<file path="config.mk">
export PLATFORM = sky130hd
export DESIGN_NAME = fpadd_arb
export DESIGN_NICKNAME = d
export VERILOG_FILES = /design/src/rtl/fpadd_arb.sv
export SDC_FILE = /design/constraint.sdc
export NUM_CORES = 1
export LEC_CHECK = 0
export CORE_AREA = 2 2 130 132
export CTS_CLUSTER_DIAMETER = 50
export CTS_CLUSTER_SIZE = 16
export DETAILED_ROUTE_END_ITERATION = 16
export DIE_AREA = 0 0 132 134
export DONT_BUFFER_PORTS = 1
export GPL_ROUTABILITY_DRIVEN = 1
export PLACE_DENSITY = 0.54
export SLEW_MARGIN = 20
export SYNTH_ARGS = -nofsm -noshare
export SYNTH_HDL_FRONTEND = slang
export SYNTH_SLANG_ARGS = --single-unit
</file>
<file path="constraint.sdc">
create_clock -name clk -period 1.65 [get_ports clk]
set_clock_uncertainty 0.2 [all_clocks]
set_input_delay 0.0825 -clock clk [delete_from_list [all_inputs] [get_ports clk]]
set_output_delay 0.0825 -clock clk [all_outputs]
set_load 0.02 [all_outputs]
</file>
<file path="src/rtl/fpadd_arb.sv">
// fpadd_arb: two-requester round-robin arbiter in front of one shared
// floating-point adder. Operands of the granted requester are registered
// onto the adder, the arbiter waits for completion (or a timeout) and
// returns the result tagged with the owner id. Only one operation is ever
// outstanding at the adder.
//
// Ports
//   clk, reset          clock, synchronous active-high reset
//   req0/req1           operation requests, held until ack
//   a0,b0 / a1,b1       IEEE-754 single operands of each requester
//   ack0/ack1           one-cycle pulse: operands captured
//   rsp_valid           one-cycle pulse: rsp_id/rsp_sum/rsp_err are valid
//   rsp_id              owner of the response (0 or 1)
//   rsp_sum             adder result, or quiet NaN on timeout
//   rsp_err             response is a timeout, not a real sum
//   busy                high in every state except IDLE
//   add_start           start pulse to the shared adder
//   add_a/add_b         registered operands to the adder
//   add_sum/add_done    adder result and completion strobe
module fpadd_arb #(
    parameter int TIMEOUT = 100
) (
    input  logic        clk,
    input  logic        reset,
    input  logic        req0,
    input  logic        req1,
    input  logic [31:0] a0,
    input  logic [31:0] b0,
    input  logic [31:0] a1,
    input  logic [31:0] b1,
    output logic        ack0,
    output logic        ack1,
    output logic        rsp_valid,
    output logic        rsp_id,
    output logic [31:0] rsp_sum,
    output logic        rsp_err,
    output logic        busy,
    output logic        add_start,
    output logic [31:0] add_a,
    output logic [31:0] add_b,
    input  logic [31:0] add_sum,
    input  logic        add_done
);

    // Wide enough to hold TIMEOUT itself, so the counter can never wrap.
    localparam int TW = (TIMEOUT < 1) ? 1 : $clog2(TIMEOUT + 1);
    localparam logic [TW-1:0] TIMER_LAST = TW'(TIMEOUT - 1);
    localparam logic [31:0]   QNAN       = 32'h7FC0_0000;

    localparam logic [1:0] IDLE  = 2'd0;
    localparam logic [1:0] START = 2'd1;
    localparam logic [1:0] WAIT  = 2'd2;
    localparam logic [1:0] RESP  = 2'd3;

    logic [1:0]    state;
    logic          last_id;
    logic          owner;
    logic [TW-1:0] timer;
    logic          grant_id;

    // Round-robin: on a tie the requester that was not served last wins;
    // a lone requester is always granted.
    always_comb begin
        grant_id = 1'b0;
        if (req0 && req1) grant_id = ~last_id;
        else              grant_id = req1;
    end

    always_ff @(posedge clk) begin
        if (reset) begin
            state     <= IDLE;
            last_id   <= 1'b1;
            owner     <= 1'b0;
            timer     <= '0;
            ack0      <= 1'b0;
            ack1      <= 1'b0;
            rsp_valid <= 1'b0;
            rsp_id    <= 1'b0;
            rsp_sum   <= '0;
            rsp_err   <= 1'b0;
            busy      <= 1'b0;
            add_start <= 1'b0;
            add_a     <= '0;
            add_b     <= '0;
        end else begin
            // Pulse outputs default low; set only on the transition into
            // the state that owns them so they are high for exactly one cycle.
            ack0      <= 1'b0;
            ack1      <= 1'b0;
            add_start <= 1'b0;
            rsp_valid <= 1'b0;
            case (state)
                IDLE: begin
                    if (req0 || req1) begin
                        owner     <= grant_id;
                        last_id   <= grant_id;
                        add_a     <= grant_id ? a1 : a0;
                        add_b     <= grant_id ? b1 : b0;
                        ack0      <= ~grant_id;
                        ack1      <= grant_id;
                        add_start <= 1'b1;
                        busy      <= 1'b1;
                        state     <= START;
                    end
                end
                START: begin
                    timer <= '0;
                    state <= WAIT;
                end
                WAIT: begin
                    // Done is tested first so a completion landing on the
                    // last timeout cycle still returns the real sum.
                    if (add_done) begin
                        rsp_sum   <= add_sum;
                        rsp_err   <= 1'b0;
                        rsp_id    <= owner;
                        rsp_valid <= 1'b1;
                        state     <= RESP;
                    end else if (timer == TIMER_LAST) begin
                        rsp_sum   <= QNAN;
                        rsp_err   <= 1'b1;
                        rsp_id    <= owner;
                        rsp_valid <= 1'b1;
                        state     <= RESP;
                    end else begin
                        timer <= timer + 1'b1;
                    end
                end
                RESP: begin
                    busy  <= 1'b0;
                    state <= IDLE;
                end
                default: begin
                    busy  <= 1'b0;
                    state <= IDLE;
                end
            endcase
        end
    end

endmodule

</file>
# Word level (Yosys, flattened, before mapping)
# Index checks and enable logic that the tools add are counted.
word_totals:
  regBits: 114
  input_bits: 165
  out_inout_bits: 103
  elab_cells: 63
op_classes:
  add_sub_neg: 1
  n_eq_ne: 8
  n_mux: 21
  n_bitwise: 5
  reduce_logical: 14
op_table:
  columns: ["operator", "count"]
  rows:
  - ["$mux 32", 4]
  - ["$mux 7", 2]
  - ["$pmux 7 s2", 1]
  - ["$mux 1", 9]
  - ["$pmux 2 s4", 1]
  - ["$reduce_and 2->1", 4]
  - ["$add 7x1->7 const B", 1]
  - ["$eq 7x7->1 const B", 1]
  - ["$mux 2", 3]
  - ["$ne 2x2->1 const B", 3]
  - ["$reduce_bool 2->1", 3]
  - ["$not 1->1", 5]
  - ["$eq 2x2->1 const B", 2]
  - ["$reduce_or 2->1", 2]
  - ["$ne 3x3->1 const B", 1]
  - ["$reduce_and 3->1", 1]
  - ["$reduce_or 3->1", 1]
  - ["$eq 2x1->1 const B", 1]
  - ["$logic_not 2->1", 1]
  - ["$pmux 1 s2", 1]
  - ["$logic_and 1x1->1", 1]
  - ["$logic_or 1x1->1", 1]

# Logic depth before layout (Yosys ltp)
logic_depth:
  ltp_word: 4
  mapped_depth: 8

# Worst setup path before layout
# OpenSTA, ideal clock, no wires.
synth_timing:
  kind: "register to register"
  from: "reg state[0]"
  to: "reg add_a[0]"
  setup_time_ps: 137
  arrival_ps: 1456
  t_required_ps: 1313
  setup_slack_ps: -143
  stages_incl_launch_ff: 7
  n_path_buf: 2
  period_less_slack_ps: 1793
  path_cell_list: "dfxtp_1 > inv_1 > ha_1 > o21a_1 > clkbuf_1 > clkbuf_1 > a211oi_1"
synth_via:
  elab_chain_cells: 2
synth_rtl:
  columns: ["element", "line_no", "text"]
  rows:
  - ["start: declaration", "55", "logic [1:0] state;"]
  - ["start signal: assignment", "71", "state <= IDLE;"]
  - ["start signal: assignment", "103", "state <= START;"]
  - ["start signal: assignment", "108", "state <= WAIT;"]
  - ["$logic_not 2->1", "92", "case (state)"]
  - ["$reduce_and 2->1 (no line)", null, null]
  - ["end signal: assignment", "97", "add_a <= grant_id ? a1 : a0;"]
  - ["end: declaration", "39", "output logic [31:0] add_a,"]
# Every way passes these cells.
# A chain may end at the register's enable or synchronous reset.

# Worst setup path in the final report
layout_timing:
  from: "reg last_id"
  to: "reg add_a[30]"
layout_via:
  elab_chain_cells: 3
layout_rtl:
  columns: ["element", "line_no", "text"]
  rows:
  - ["start: declaration", "56", "logic last_id;"]
  - ["start signal: assignment", "96", "last_id <= grant_id;"]
  - ["$not 1->1", "65", "if (req0 && req1) grant_id = ~last_id;"]
  - ["$mux 1", "65", null]
  - ["$mux 32", "97", null]
# Every way passes these cells.

==> summary.md <==
| Metric | Value |
|---|---|
| Drc violations | `0` |
| Fin Setup TNS | `-0.008919 ns` |
| Via count | `slightly below 4,000` |
| Synth cell count leaders | `dfxtp_1, nor2_1, mux2i_1, a211oi_1, clkbuf_1` |
| # IOs | `268` |
| Antenna Cells | `0` |
| Fin. max-slew vios | `0` |
| Iter 0 DRT Violations | `134` |
| Port Buffer Count | `0` |
| P per Cell Area | `1943 mW/mm²` |
| RSZ-0062 raised after global routing | `yes` |
| Critical-path cell list | `a21boi_4, buf_12, buf_12, mux2i_1, a211oi_2` |
| Critical hold path startpoint | `reset` |
| Final Worst Setup Slack | `-0.008919 ns` |
| CP delay by family, top | `buffers and inverters` |
| Simple-Gate Fraction of Synth Area | `0.1317` |
| Largest family of logic cells by synthesized area | `compound AO/OA/AOI/OAI gates` |
| WHS | `-0.4452 ns` |
| Hold bufs inserted after CTS | `3` |
| Gr usage total | `0.1375` |
| CP Data Required Time | `roughly 1.7 ns` |
| Share of layout cells above drive strength 1 | `0.2455` |
| TritonCTS Buffers | `17` |
| Leakage | `0.002321 µW` |
| Post-synthesis mux area share | `0.1406` |
| Routed wire length per instance | `17.32 µm` |
| Hold Path Stages | `1` |
| Worst-margin pin slew | `0.3335 ns` |
| Setup-failing EPs final | `1` |
| Grt peak-use layer | `met2` |
| Sequential area share after synthesis | `0.4767` |
| Status | `complete, but fails checks` |
| Top post-synthesis cells by area | `dfxtp_1, mux2i_1, a211oi_1` |
| CP max stage delay | `0.34 ns` |
| Crit path launch type | `flip-flop` |
| Yosys cell types | `39` |
| Setup CP Type | `flip-flop to flip-flop` |
| Count leader, synth | `dfxtp_1` |
| GR Layer Usage met2 | `0.2488` |
| Nets | `712` |
| Arr. time, crit path | `~1.7 ns` |
| Layout area overhead | `32.67%` |
| Num rows | `47` |
| # clock sinks | `114` |
| Share of the synthesized area in the top cell type | `0.4767` |
| Xor-xnor portion of the synthesized cell area | `0` |
| Filler instances | `1,610` |
| CTS tree | `yes` |
| CP bufs+invs | `2` |
| Tcrit/Tclk final | `1.005` |
| Worst rel slew slack | `0.7753` |
| Area fraction in compound gates after synthesis | `0.1892` |
| DRT Wirelength | `13,400 µm` |
| Die ar. | `0.01769 mm²` |
| Initial DRT Pass Iterations | `4` |
| FF+latch area | `0.002288 mm²` |
| Core area | `0.01629 mm²` |
| CP max stage cell | `dfxtp_1` |
| Worst-case clock buffer depth | `2` |
| Synth Flop Type | `dfxtp_1` |
| Most common cell on crit path | `buf_12` |
| Htree depth | `4` |
| Gr ovfl total | `0` |
| First-pass GRT wire length | `19,020 µm` |
| MaxCap Viol Count | `0` |
| Synth Instances | `517` |
| R2r worst-path depth | `5` |
| M1 GR Usage | `0.1434` |
| Remaining antenna violation count | `0` |
| Largest net degree at the start of global routing | `116` |
| Failing checks | `negative hold slack, negative setup slack` |
| Clock root cell | `clkbuf_16` |
| Worst Setup End Kind | `flip-flop` |
| R2R Path Start | `last_id` |
| Clock Latency Late Sink | `0.41 ns` |
| Adder-cell share of the synthesized area | `0.01568` |
| Yosys top cell by area | `dfxtp_1` |
| R2R Path End | `add_a[30]` |
| Vias in the first global route | `3,782` |
| Post-Syn Area per Cell | `9.259 µm²` |
| Synthesized area | `0.004787 mm²` |
| PnR Total Power | `12,340 µW` |
| Hold path endpoint | `add_a[18]` |
| Synth Net Count | `688` |
| Final Hold Fails | `113` |
| RD Place Congestion | `slightly below 0.8` |
| EDFF count, synth | `0` |
| Yosys warns | `0` |
| CTS clk-pin slew, worst paths | `0.06 ns` |
| Crit Path Max Fanout | `16` |
| Starting Density | `0.2939` |
| Multi-input logic area | `0.002547 mm²` |
| Asr flop ratio synth | `0` |
| Final worst path period need | `1.659 ns` |
| Die width | `between 100 and 150 µm` |
| GR Layer Usage met3 | `0.05669` |
| Fmax | `roughly 0.60 GHz` |
| Vias per inst | `5.043` |
| Peak VDD IR | `0.7746 mV` |
| Die height | `134 µm` |
| Number of synthesized register bits | `114` |
| Initial antenna violation count | `0` |
| HPWL after DPL | `a little under 9000 µm` |
| Worst min path class | `input port to flip-flop` |
| R2R setup slack | `-0.009 ns` |
worst register-to-register path, cell delays in order (launching register included):
cell and delay, ns:
dfxtp_1 0.34, a21boi_4 0.16, buf_12 0.18, buf_12 0.19, mux2i_1 0.34, a211oi_2 0.12
registers in the layout, summed over array words and instances (netlist names):
name       cells
ack0           1
ack1           1
add_a         32
add_b         32
add_start      1
busy           1
last_id        1
owner          1
rsp_err        1
rsp_id         1
rsp_sum       32
rsp_valid      1
state          2
timer          7
cell type report:
cell class | instances | share of cell area
Timing Repair Buffer | 47 | 0.09496
Sequential cell | 114 | 0.3603
Inverter | 4 | 0.002758
Multi-Input combinational cell | 357 | 0.4011
Clock buffer | 18 | 0.06915
Tap cell | 220 | 0.04334
Clock inverter | 14 | 0.02837
worst max path at each step:
stage / startpoint / to / slack [ns] / cells past startpoint
after global placement: state[0] / timer[4] / 0.006 / 7
after global routing: last_id / add_a[30] / -0.06 / 5
final: last_id / add_a[30] / -0.009 / 5
after detailed placement: state[0] / rsp_sum[2] / -0.06 / 7
after CTS: state[0] / rsp_id / -0.005 / 7
after floorplan: state[1] / add_b[19] / 0.0004 / 6
per-layer routing:
metal	vias up	wire (µm)
met3	10	999
met1	1833	5064
met5	-	0
li1	1896	-
met4	0	159
met2	164	7181
cell families (layout without fill, tap and decap cells):
family          count (synthesis)  count (layout)
flops                         114             114
buf+inv                        46              83
mux                            67              67
simple gates                  146             146
compound gates                138             138
fa+ha+maj                       6               6
placed cells by master, fill, tap and decap left out, types with 8 or more instances in the layout:
| cell | Yosys | layout |
|---|---|---|
| dfxtp_1 | 114 | 109 |
| nor2_1 | 88 | 88 |
| mux2i_1 | 65 | 56 |
| a211oi_1 | 64 | 40 |
| nand2_1 | 27 | 26 |
| a21oi_1 | 27 | 26 |
| a211oi_2 | 0 | 24 |
| buf_4 | 3 | 21 |
| clkbuf_16 | 0 | 20 |
| o21ai_0 | 25 | 16 |
| o21a_1 | 11 | 10 |
| mux2i_2 | 0 | 9 |
| o21ai_1 | 0 | 9 |
| buf_12 | 0 | 8 |
| buf_6 | 4 | 8 |
power breakdown:
part / leakage (µW) / internal, µW / switching (µW)
Clock: 0.000286 / 2430 / 1390
Sequential: 0.000940 / 3580 / 1550
Combinational: 0.00109 / 1730 / 1660
through the flow:
stage | util | std cells | setup slack (ns) | area [µm²]
after floorplan | - | 517 | 0.0004352 | 4820
after global placement | 0.3205 | 726 | 0.005765 | 5221
after detailed placement | 0.3205 | 726 | -0.05902 | 5221
after CTS | 0.3708 | 769 | -0.005429 | 6041
after global routing | 0.3899 | 774 | -0.06375 | 6351
final | 0.3899 | 774 | -0.008919 | 6351
repair_timing:
action / in CTS / in global routing
endpoints found under the hold margin: 114 / 113
setup endpoints to repair: 71 / 95
buffers inserted: 6 / 3
pin swaps: 2 / 13
resized for setup: 15 / 62
gates cloned: 2 / 3
No activity file was read; power rests on OpenSTA's default activity.
